## src/rtl/fight_pkg.sv

```systemverilog
// Shared types and helpers for the fight_arena core.
// Action codes, FSM states, winner codes and width helpers.
package fight_pkg;

  typedef enum logic [2:0] {
    ACT_IDLE   = 3'd0,
    ACT_LEFT   = 3'd1,
    ACT_RIGHT  = 3'd2,
    ACT_ATTACK = 3'd3,
    ACT_DEFEND = 3'd4
  } action_t;

  typedef enum logic [1:0] {
    ST_IDLE       = 2'd0,
    ST_FIGHT      = 2'd1,
    ST_ROUND_OVER = 2'd2,
    ST_MATCH_OVER = 2'd3
  } state_t;

  localparam logic [1:0] WIN_NONE = 2'd0;
  localparam logic [1:0] WIN_P1   = 2'd1;
  localparam logic [1:0] WIN_P2   = 2'd2;
  localparam logic [1:0] WIN_DRAW = 2'd3;

  function automatic int pos_w(input int cells);
    return (cells < 2) ? 1 : $clog2(cells);
  endfunction

  function automatic int life_w(input int lives);
    return $clog2(lives + 1);
  endfunction

endpackage

```

## src/rtl/fight_player.sv

```systemverilog
// One player's position and lives registers.
// Reports its intended move and whether it is hit this tick.
module fight_player
  import fight_pkg::*;
#(
  parameter int ARENA_W = 8,
  parameter int LIVES   = 3,
  parameter int HOME    = 0,
  parameter int POS_W   = 3,
  parameter int LIFE_W  = 2
) (
  input  logic              clk,
  input  logic              reset,
  input  logic              en,
  input  logic              reload,
  input  logic [2:0]        action,
  input  logic [2:0]        opp_action,
  input  logic [POS_W-1:0]  opp_pos,
  input  logic              block,
  output logic [POS_W-1:0]  pos,
  output logic [LIFE_W-1:0] lives,
  output logic [POS_W-1:0]  target,
  output logic              moving,
  output logic              hit
);

  logic go_left;
  logic go_right;
  logic adjacent;

  assign go_left  = (action == ACT_LEFT) &&
                    (pos != '0);
  assign go_right = (action == ACT_RIGHT) &&
                    (pos != POS_W'(ARENA_W - 1));

  // Extended compare so the top cell never wraps onto cell 0.
  assign adjacent =
    ({1'b0, pos} + 1'b1 == {1'b0, opp_pos}) ||
    ({1'b0, opp_pos} + 1'b1 == {1'b0, pos});

  // Intended destination; wall and opponent-cell blocking.
  always_comb begin
    target = pos;
    unique case (1'b1)
      go_left:  target = pos - POS_W'(1);
      go_right: target = pos + POS_W'(1);
      default:  target = pos;
    endcase
    moving = (go_left || go_right) &&
             (target != opp_pos);
  end

  assign hit = (opp_action == ACT_ATTACK) &&
               (action != ACT_DEFEND) &&
               adjacent;

  // Position and lives update on qualified ticks.
  always_ff @(posedge clk or negedge reset) begin
    if (!reset) begin
      pos   <= POS_W'(HOME);
      lives <= LIFE_W'(LIVES);
    end else if (reload) begin
      pos   <= POS_W'(HOME);
      lives <= LIFE_W'(LIVES);
    end else if (en) begin
      if (moving && !block)
        pos <= target;
      if (hit && lives != '0)
        lives <= lives - LIFE_W'(1);
    end
  end

endmodule

```

## src/rtl/fight_arena.sv

```systemverilog
// Two-player fighting core: match/round FSM, wins, collisions.
// Optional round timer enabled by defining FIGHT_TIMER_EN.
module fight_arena
  import fight_pkg::*;
#(
  parameter int ARENA_W       = 8,
  parameter int LIVES         = 3,
  parameter int ROUNDS_TO_WIN = 2,
  parameter int ROUND_TICKS   = 64,
  localparam int POS_W  = pos_w(ARENA_W),
  localparam int LIFE_W = life_w(LIVES),
  localparam int WIN_W  = $clog2(ROUNDS_TO_WIN + 1)
) (
  input  logic               clk,
  input  logic               reset,
  input  logic               tick,
  input  logic               start,
  input  logic [2:0]         action1,
  input  logic [2:0]         action2,
  output logic [ARENA_W-1:0] place1,
  output logic [ARENA_W-1:0] place2,
  output logic [LIFE_W-1:0]  lives1,
  output logic [LIFE_W-1:0]  lives2,
  output logic [WIN_W-1:0]   wins1,
  output logic [WIN_W-1:0]   wins2,
  output logic [1:0]         state,
  output logic [1:0]         winner
);

  state_t             state_q, state_d;
  logic [WIN_W-1:0]   wins1_d, wins2_d;
  logic [1:0]         winner_d;
  logic               reload;
  logic               fight_tick;
  logic [POS_W-1:0]   pos1, pos2;
  logic [POS_W-1:0]   target1, target2;
  logic               moving1, moving2;
  logic               hit1, hit2;
  logic               collide;
  logic               ko1, ko2;
  logic               timeout;
  logic [1:0]         time_win;

  assign fight_tick = tick && (state_q == ST_FIGHT);
  assign collide    = moving1 && moving2 &&
                      (target1 == target2);
  assign ko1 = hit1 && (lives1 == LIFE_W'(1));
  assign ko2 = hit2 && (lives2 == LIFE_W'(1));

  fight_player #(
    .ARENA_W(ARENA_W), .LIVES(LIVES), .HOME(0),
    .POS_W(POS_W), .LIFE_W(LIFE_W)
  ) u_p1 (
    .clk(clk), .reset(reset),
    .en(fight_tick), .reload(reload),
    .action(action1), .opp_action(action2),
    .opp_pos(pos2), .block(collide),
    .pos(pos1), .lives(lives1),
    .target(target1), .moving(moving1), .hit(hit1)
  );

  fight_player #(
    .ARENA_W(ARENA_W), .LIVES(LIVES), .HOME(ARENA_W - 1),
    .POS_W(POS_W), .LIFE_W(LIFE_W)
  ) u_p2 (
    .clk(clk), .reset(reset),
    .en(fight_tick), .reload(reload),
    .action(action2), .opp_action(action1),
    .opp_pos(pos1), .block(collide),
    .pos(pos2), .lives(lives2),
    .target(target2), .moving(moving2), .hit(hit2)
  );

`ifdef FIGHT_TIMER_EN
  localparam int TMR_W = $clog2(ROUND_TICKS + 1);
  logic [TMR_W-1:0]  tmr_q;
  logic [LIFE_W-1:0] left1, left2;

  // Counts FIGHT ticks since the round began.
  always_ff @(posedge clk or negedge reset) begin
    if (!reset)
      tmr_q <= '0;
    else if (reload)
      tmr_q <= '0;
    else if (fight_tick)
      tmr_q <= tmr_q + TMR_W'(1);
  end

  assign timeout = fight_tick &&
                   (tmr_q == TMR_W'(ROUND_TICKS - 1));
  assign left1 = lives1 - LIFE_W'(hit1);
  assign left2 = lives2 - LIFE_W'(hit2);

  // Timeout verdict from post-tick lives.
  always_comb begin
    time_win = WIN_DRAW;
    if (left1 > left2)
      time_win = WIN_P1;
    else if (left2 > left1)
      time_win = WIN_P2;
  end
`else
  logic unused_ticks;
  assign unused_ticks = ^ROUND_TICKS;
  assign timeout  = 1'b0;
  assign time_win = WIN_NONE;
`endif

  // Match/round state and score registers.
  always_ff @(posedge clk or negedge reset) begin
    if (!reset) begin
      state_q <= ST_IDLE;
      wins1   <= '0;
      wins2   <= '0;
      winner  <= WIN_NONE;
    end else begin
      state_q <= state_d;
      wins1   <= wins1_d;
      wins2   <= wins2_d;
      winner  <= winner_d;
    end
  end

  // Next-state, scoring and reload decisions.
  always_comb begin
    state_d  = state_q;
    wins1_d  = wins1;
    wins2_d  = wins2;
    winner_d = winner;
    reload   = 1'b0;
    unique case (state_q)
      ST_IDLE, ST_MATCH_OVER: begin
        if (start) begin
          state_d  = ST_FIGHT;
          reload   = 1'b1;
          wins1_d  = '0;
          wins2_d  = '0;
          winner_d = WIN_NONE;
        end
      end
      ST_FIGHT: begin
        if (fight_tick) begin
          if (ko1 && ko2) begin
            state_d  = ST_ROUND_OVER;
            winner_d = WIN_DRAW;
          end else if (ko2) begin
            state_d  = ST_ROUND_OVER;
            winner_d = WIN_P1;
            wins1_d  = wins1 + WIN_W'(1);
          end else if (ko1) begin
            state_d  = ST_ROUND_OVER;
            winner_d = WIN_P2;
            wins2_d  = wins2 + WIN_W'(1);
          end else if (timeout) begin
            state_d  = ST_ROUND_OVER;
            winner_d = time_win;
            if (time_win == WIN_P1)
              wins1_d = wins1 + WIN_W'(1);
            else if (time_win == WIN_P2)
              wins2_d = wins2 + WIN_W'(1);
          end
        end
      end
      ST_ROUND_OVER: begin
        if (tick) begin
          if (wins1 == WIN_W'(ROUNDS_TO_WIN)) begin
            state_d  = ST_MATCH_OVER;
            winner_d = WIN_P1;
          end else if (wins2 == WIN_W'(ROUNDS_TO_WIN)) begin
            state_d  = ST_MATCH_OVER;
            winner_d = WIN_P2;
          end else begin
            state_d  = ST_FIGHT;
            reload   = 1'b1;
            winner_d = WIN_NONE;
          end
        end
      end
      default: state_d = ST_IDLE;
    endcase
  end

  assign state  = state_q;
  assign place1 = {{(ARENA_W-1){1'b0}}, 1'b1} << pos1;
  assign place2 = {{(ARENA_W-1){1'b0}}, 1'b1} << pos2;

endmodule

```

## config.mk

```make
export PLATFORM = sky130hd
export DESIGN_NAME = fight_arena
export DESIGN_NICKNAME = d
export VERILOG_FILES = /design/src/rtl/fight_pkg.sv /design/src/rtl/fight_player.sv /design/src/rtl/fight_arena.sv
export SDC_FILE = /design/constraint.sdc
export NUM_CORES = 1
export LEC_CHECK = 0
export CORE_AREA = 10 10 70 72
export DETAILED_ROUTE_END_ITERATION = 16
export DIE_AREA = 0 0 80 82
export DONT_BUFFER_PORTS = 1
export MAX_ROUTING_LAYER = met4
export PLACE_DENSITY = 0.8
export SETUP_SLACK_MARGIN = 0.4
export SYNTH_ARGS = -nofsm -noshare
export SYNTH_HDL_FRONTEND = slang
export SYNTH_SLANG_ARGS = --single-unit
```

## constraint.sdc

```tcl
create_clock -name clk -period 3.5 [get_ports clk]
set_clock_uncertainty 0.1 [all_clocks]
set_input_delay 0.35 -clock clk [delete_from_list [all_inputs] [get_ports clk]]
set_output_delay 0.35 -clock clk [all_outputs]
set_load 0.005 [all_outputs]
```

Word level (Yosys, flattened, before mapping):

Cells that the tools add are included.
W data, S select, Z words.

* add/subtract/negate cells: 10
* eq/ne operators: 30
* shifts and indexed selects: 2
* multiplexer cells: 45
* reductions and logical operators: 43

Operator list (number)
* $mux W2: 28
* $logic_and A1 B1 Y1: 20
* $mux W3: 6
* $reduce_bool A2 Y1: 8
* $shl A1 B3 Y8 const A: 2
* $ne A2 B2 Y1 const B: 7
* $eq A3 B2 Y1 const B: 4
* $ne A3 B3 Y1 const B: 4
* $pmux W2 S3: 2
* $pmux W3 S2: 2
* $add A3 B1 Y4 const B: 2
* $eq A2 B2 Y1 const B: 4
* $eq A4 B3 Y1: 2
* $pmux W2 S2: 2
* $reduce_and A2 Y1: 4
* $add A3 B1 Y3 const B: 2
* $eq A2 B1 Y1 const B: 3
* $eq A3 B1 Y1 const B: 2
* $ne A3 B3 Y1: 2
* $reduce_and A6 Y1: 1
* $reduce_bool A3 Y1: 2
* $sub A3 B1 Y3 const B: 2
* $reduce_and A5 Y1: 1
* $add A2 B1 Y2 const B: 2
* other kinds (10): 16

* register bits after elaboration: 18
* output and inout port bits: 28

Longest topological paths before layout:

* depth in word-level cells: 12
* gate-level depth with buffers: 10
* depth with buffers taken out: 10

Hierarchy:

A second synthesis with hierarchy kept.

* cell total of the unflattened synthesis: 241
* area, all modules: 2113.3 um^2

By module, submodules not included
* fight_arena: times used 1, cells an instance 87, area an instance 747.0 um^2, sequential area each 200.2 um^2
* fight_player at u_p1: times used 1, cells an instance 78, area an instance 704.4 um^2, sequential area each 127.6 um^2
* fight_player at u_p2: times used 1, cells an instance 76, area an instance 661.9 um^2, sequential area each 131.4 um^2

Worst setup path after synthesis:

Ideal clock, no wire load.

* path kind: register -> register
* from: reg u_p1.pos[1]
* to: reg u_p2.pos[2]
* arrival time: 3.140 ns
* setup slack: 0.185 ns
* cell stages (with the launch flop): 11
* path through: dfrtp_1 > ha_1 > ha_1 > nor4b_4 > fa_1 > or2_2 > o21bai_2 > xor2_2 > nor3b_4 > or4_1 > mux2i_1

* cells in the longest elaborated chain, start to end: 11
* elaborated cells on any way between the ends: 19
* classes of those cells: 2 x add/sub; 4 x eq/ne; 1 x mux; 12 x reduce/logical

Ends and longest elaborated chain
* start: declaration: line fight_player.sv:20 `output logic [POS_W-1:0] pos,`
* start signal: assignment: line fight_player.sv:60 `pos <= POS_W'(HOME);`
* start signal: assignment: line fight_player.sv:63 `pos <= POS_W'(HOME);`
* start signal: assignment: line fight_player.sv:67 `pos <= target;`
* parallel branches: the longest is 8 deep, another holds $add A3 B1 Y3
* $logic_and A1 B1 Y1 (*): line fight_player.sv:66 `if (moving && !block)`
* $reduce_bool A2 Y1 (no source line) (*)
* $reduce_and A2 Y1 (no source line) (*)
* end signal: assignment: line fight_player.sv:60
* end signal: assignment: line fight_player.sv:63
* end signal: assignment: line fight_player.sv:67
* end: declaration: line fight_player.sv:20

Mark *: on every way between the ends.
A chain may end at the register's enable or synchronous reset.

Worst setup path in the final report:

Ends and elaborated chain as after synthesis.

==> flow_metrics.env <==
export IMPL_hp_class="in2reg"
export IMPL_grt_pass1_vias=1606
export IMPL_viasPerCell=6.022
export IMPL_ant_nets=0
export IMPL_drv_cap=0
export IMPL_coreArea_mm2=0.003578
export IMPL_seq_area_frac_synth=0.2466
export IMPL_synth_area_mm2=0.001862
export IMPL_synth_avg_cell_area_um2=9.171
export IMPL_p_switching_uw=595.2
export IMPL_cts_tree="built"
export IMPL_root_buffer="clkbuf_4"
export IMPL_irDropWorstVdd_mv=0.2749
export IMPL_grt_antenna_before_repair=0
export IMPL_ys_ff_latch=18
export IMPL_crit_path_end_kind="flop"
export IMPL_cts_buffer_depth=2
export IMPL_crit_path_end="u_p2.pos[2]"
export IMPL_clkTransAtPathRegs_ns=0.11
export IMPL_design_power_total_uw=1293
export IMPL_status="complete, no violations"
export IMPL_synth_edf_count=0
export IMPL_numPortBuffers=0
export IMPL_ys_top_cells_by_area="dfrtp_1 15%, ha_1 14%, dfstp_2 9.9%"
export IMPL_grt_start_max_net_pins=19
export IMPL_min_period_ns=3.025
export IMPL_tightest_slew_ns=0.8411
export IMPL_slew_viol_final=0
export IMPL_fmax_ghz=0.3306
export IMPL_yosysWarningCount=0
export IMPL_max_slew_margin_rel=0.4374
export IMPL_final_cells=270
export IMPL_hpwl_um=3479
export IMPL_power_frac_seq=0.221
export IMPL_switching_share=0.4602
export IMPL_synth_distinct_cells=59
export IMPL_leakagePower_uw=0.0009555
export IMPL_gr_usage_met2=0.2544
export IMPL_globalRouteMet1Util=0.1603
export IMPL_worst_r2r_startpoint="u_p1.pos[1]"
export IMPL_fin_nets=256
export IMPL_dp_slack_ns=0.1827
export IMPL_vias=1626
export IMPL_synth_nets=236
export IMPL_wl_per_cell_um=17.47
export IMPL_critPathRequiredTime_ns=3.62
export IMPL_whs_ns=0.2128
export IMPL_area_growth_pct=18.82
export IMPL_fin_ws_ns=0.4750
export IMPL_grt_setup_unrepaired="yes"
export IMPL_synth_top_area_share=0.1478
export IMPL_finalSetupViolCount=0
export IMPL_overflow=0
export IMPL_multi_input_comb_area_mm2=0.001439
export IMPL_firstDrtPassIters=4
export IMPL_grtUsageTotal=0.1511
export IMPL_die_area_mm2=0.006560
export IMPL_met3_usage=0.05022
export IMPL_dp_cells=251
export IMPL_grt_pass1_wl_um=7762
export IMPL_dr_first_iter_drc_count=135
export IMPL_critPathLaunchType="flop"
export IMPL_synthArstFlopShare=1.000
export IMPL_pwr_share_clk=0.102
export IMPL_drive_gt1_frac=0.2568
export IMPL_path_class="reg2reg"
export IMPL_die_w_um=80
export IMPL_drt_wl_total_um=4716
export IMPL_die_h_um=82
export IMPL_synth_area_leader_cell="dfrtp_1"
export IMPL_clock_sinks=18
export IMPL_synthCells=203
export IMPL_routabilityCongestion=0.8789
export IMPL_powerDensity_mw_per_mm2=584.6
export IMPL_synth_flop_cell="dfrtp_1"
export IMPL_rows=22
export IMPL_holdPathStages=2
export IMPL_h_tree_depth=1
export IMPL_p_int_uw=698.0
export IMPL_final_hold_viol_count=0
export IMPL_critPathArrivalTime_ns=3.15
export IMPL_timing_reg2reg_setup_slack_ns=0.47
export IMPL_insertion_delay_ns=0.30
export IMPL_antenna_cells=0
export IMPL_cts_buffers=3
export IMPL_fin_crit_sh=0.8643
export IMPL_gr_max_usage_layer="met2"
export IMPL_start_util=0.5203
export IMPL_fillers=296
export IMPL_fin_setup_tns_ns=0
export IMPL_path_max_fanout=4
export IMPL_r2r_end="u_p2.pos[2]"
export IMPL_drc=0
export IMPL_io_pins=38
export IMPL_r2r_cells=10
export IMPL_regArea_um2=460.4
export IMPL_startpoint="u_p1.pos[1]"
export IMPL_power_frac_comb=0.677
cells in the mapped netlist, drive strengths merged, types with 2 or more instances:
master / number
or2: 2
ha: 21
nand3b: 3
dfstp: 7
nor4b: 3
a311oi: 3
o21ai: 9
nor2b: 8
fa: 2
nor3b: 2
a211o: 2
buf: 2
nand3: 2
nor3: 5
mux2i: 4
nor2: 10
nand2: 18
o41ai: 2
clkbuf: 2
nand2b: 6
a211oi: 3
a21o: 2
inv: 19
or3: 3
a32oi: 2
o211ai: 2
dfrtp: 11
xnor2: 7
a21oi: 6
a31oi: 2
o31ai: 4
xor2: 5
and2: 7
through the flow:
stage	utilization	cell area [um2]
2_1_floorplan	-	1887
3_3_place_gp	0.5469	1957
3_5_place_dp	0.5469	1957
4_1_cts	0.5955	2131
5_1_grt	0.6182	2212
6_report	0.6182	2212
worst max-delay path, cell delays in order (launching register included):
cell and delay [ns]:
dfrtp_2 0.44, ha_4 0.18, ha_4 0.17, nor4b_4 0.27, fa_1 0.47, or2_4 0.25, o21bai_4 0.18, xor2_4 0.21
nor3b_4 0.08, or4_4 0.42, mux2i_1 0.18
state kept, by name, indices dropped and copies added, names as in the netlist:
signal	count
u_p1.pos	3
u_p2.pos	3
state	2
u_p1.lives	2
u_p2.lives	2
winner	2
wins1	2
wins2	2
cell families (layout without fill, tap and decap cells):
| logic type | count (synthesis) | count (layout) | share of synthesized area |
|---|---|---|---|
| AOI/OAI and AO/OA | 47 | 47 | 0.1862 |
| xor gates and xnor gates | 12 | 12 | 0.06048 |
| adders and majority gates | 23 | 23 | 0.1626 |
| buffers and inverters | 23 | 42 | 0.04906 |
| DFF | 18 | 18 | 0.2466 |
| muxes | 5 | 5 | 0.02957 |
| and+or+nand+nor | 75 | 75 | 0.2655 |
repair_timing:
| item | CTS | global route |
|---|---|---|
| pin swaps | 12 | 9 |
| hold buffers | 1 | 0 |
| gates resized for setup | 8 | 8 |
| buffers inserted | 11 | 3 |
| setup endpoints to repair | 4 | 8 |
| hold endpoints to repair | 18 | 0 |
routing by layer:
metal,part of all wire,wire [um],vias to the layer above
li1,-,-,770
met1,0.39,1839,786
met2,0.49,2315,60
met3,0.098,460,10
met4,0.021,101,0
met5,0,0,-
power by group through the flow:
stage	registers [uW]	clock network [uW]	logic, uW
after floorplan	289	0	535
after global placement	303	0	655
after detailed placement	306	0	669
after CTS	283	137	784
after global routing	291	145	969
final	286	132	876
how the worst min path moves through the flow:
stage | slack [ns] | from | end
finish | 0.21 | tick | winner[1]
global placement | -0.04 | reset | state[0]
global route | 0.25 | tick | winner[1]
CTS | 0.19 | tick | winner[1]
detailed placement | -0.04 | reset | state[0]
floorplan | -0.05 | reset | state[0]
layout by cell type (no fill, tap or decap), types with 3 or more instances in the layout:
| cell | count |
|---|---|
| nor2_1 | 10 |
| ha_1 | 17 |
| o31ai_1 | 4 |
| a21oi_1 | 6 |
| nand3b_1 | 3 |
| ha_4 | 4 |
| nand2_1 | 18 |
| buf_4 | 18 |
| dfrtp_1 | 10 |
| o21ai_0 | 8 |
| nor2b_1 | 6 |
| nor3_1 | 3 |
| xnor2_1 | 7 |
| inv_1 | 19 |
| and2_1 | 7 |
| nand2b_1 | 5 |
| nor4b_4 | 3 |
| dfstp_2 | 7 |
| xor2_1 | 4 |
| a311oi_1 | 3 |
| mux2i_1 | 3 |
| clkbuf_4 | 3 |
area by class of cell:
cell class,count,share of cell area
Timing Repair Buffer,19,0.06561
Inverter,19,0.03224
Clock buffer,4,0.01640
Tap cell,48,0.02715
Sequential cell,18,0.2081
Multi-Input combinational cell,162,0.6505
Power figures use the tool's default switching activity.
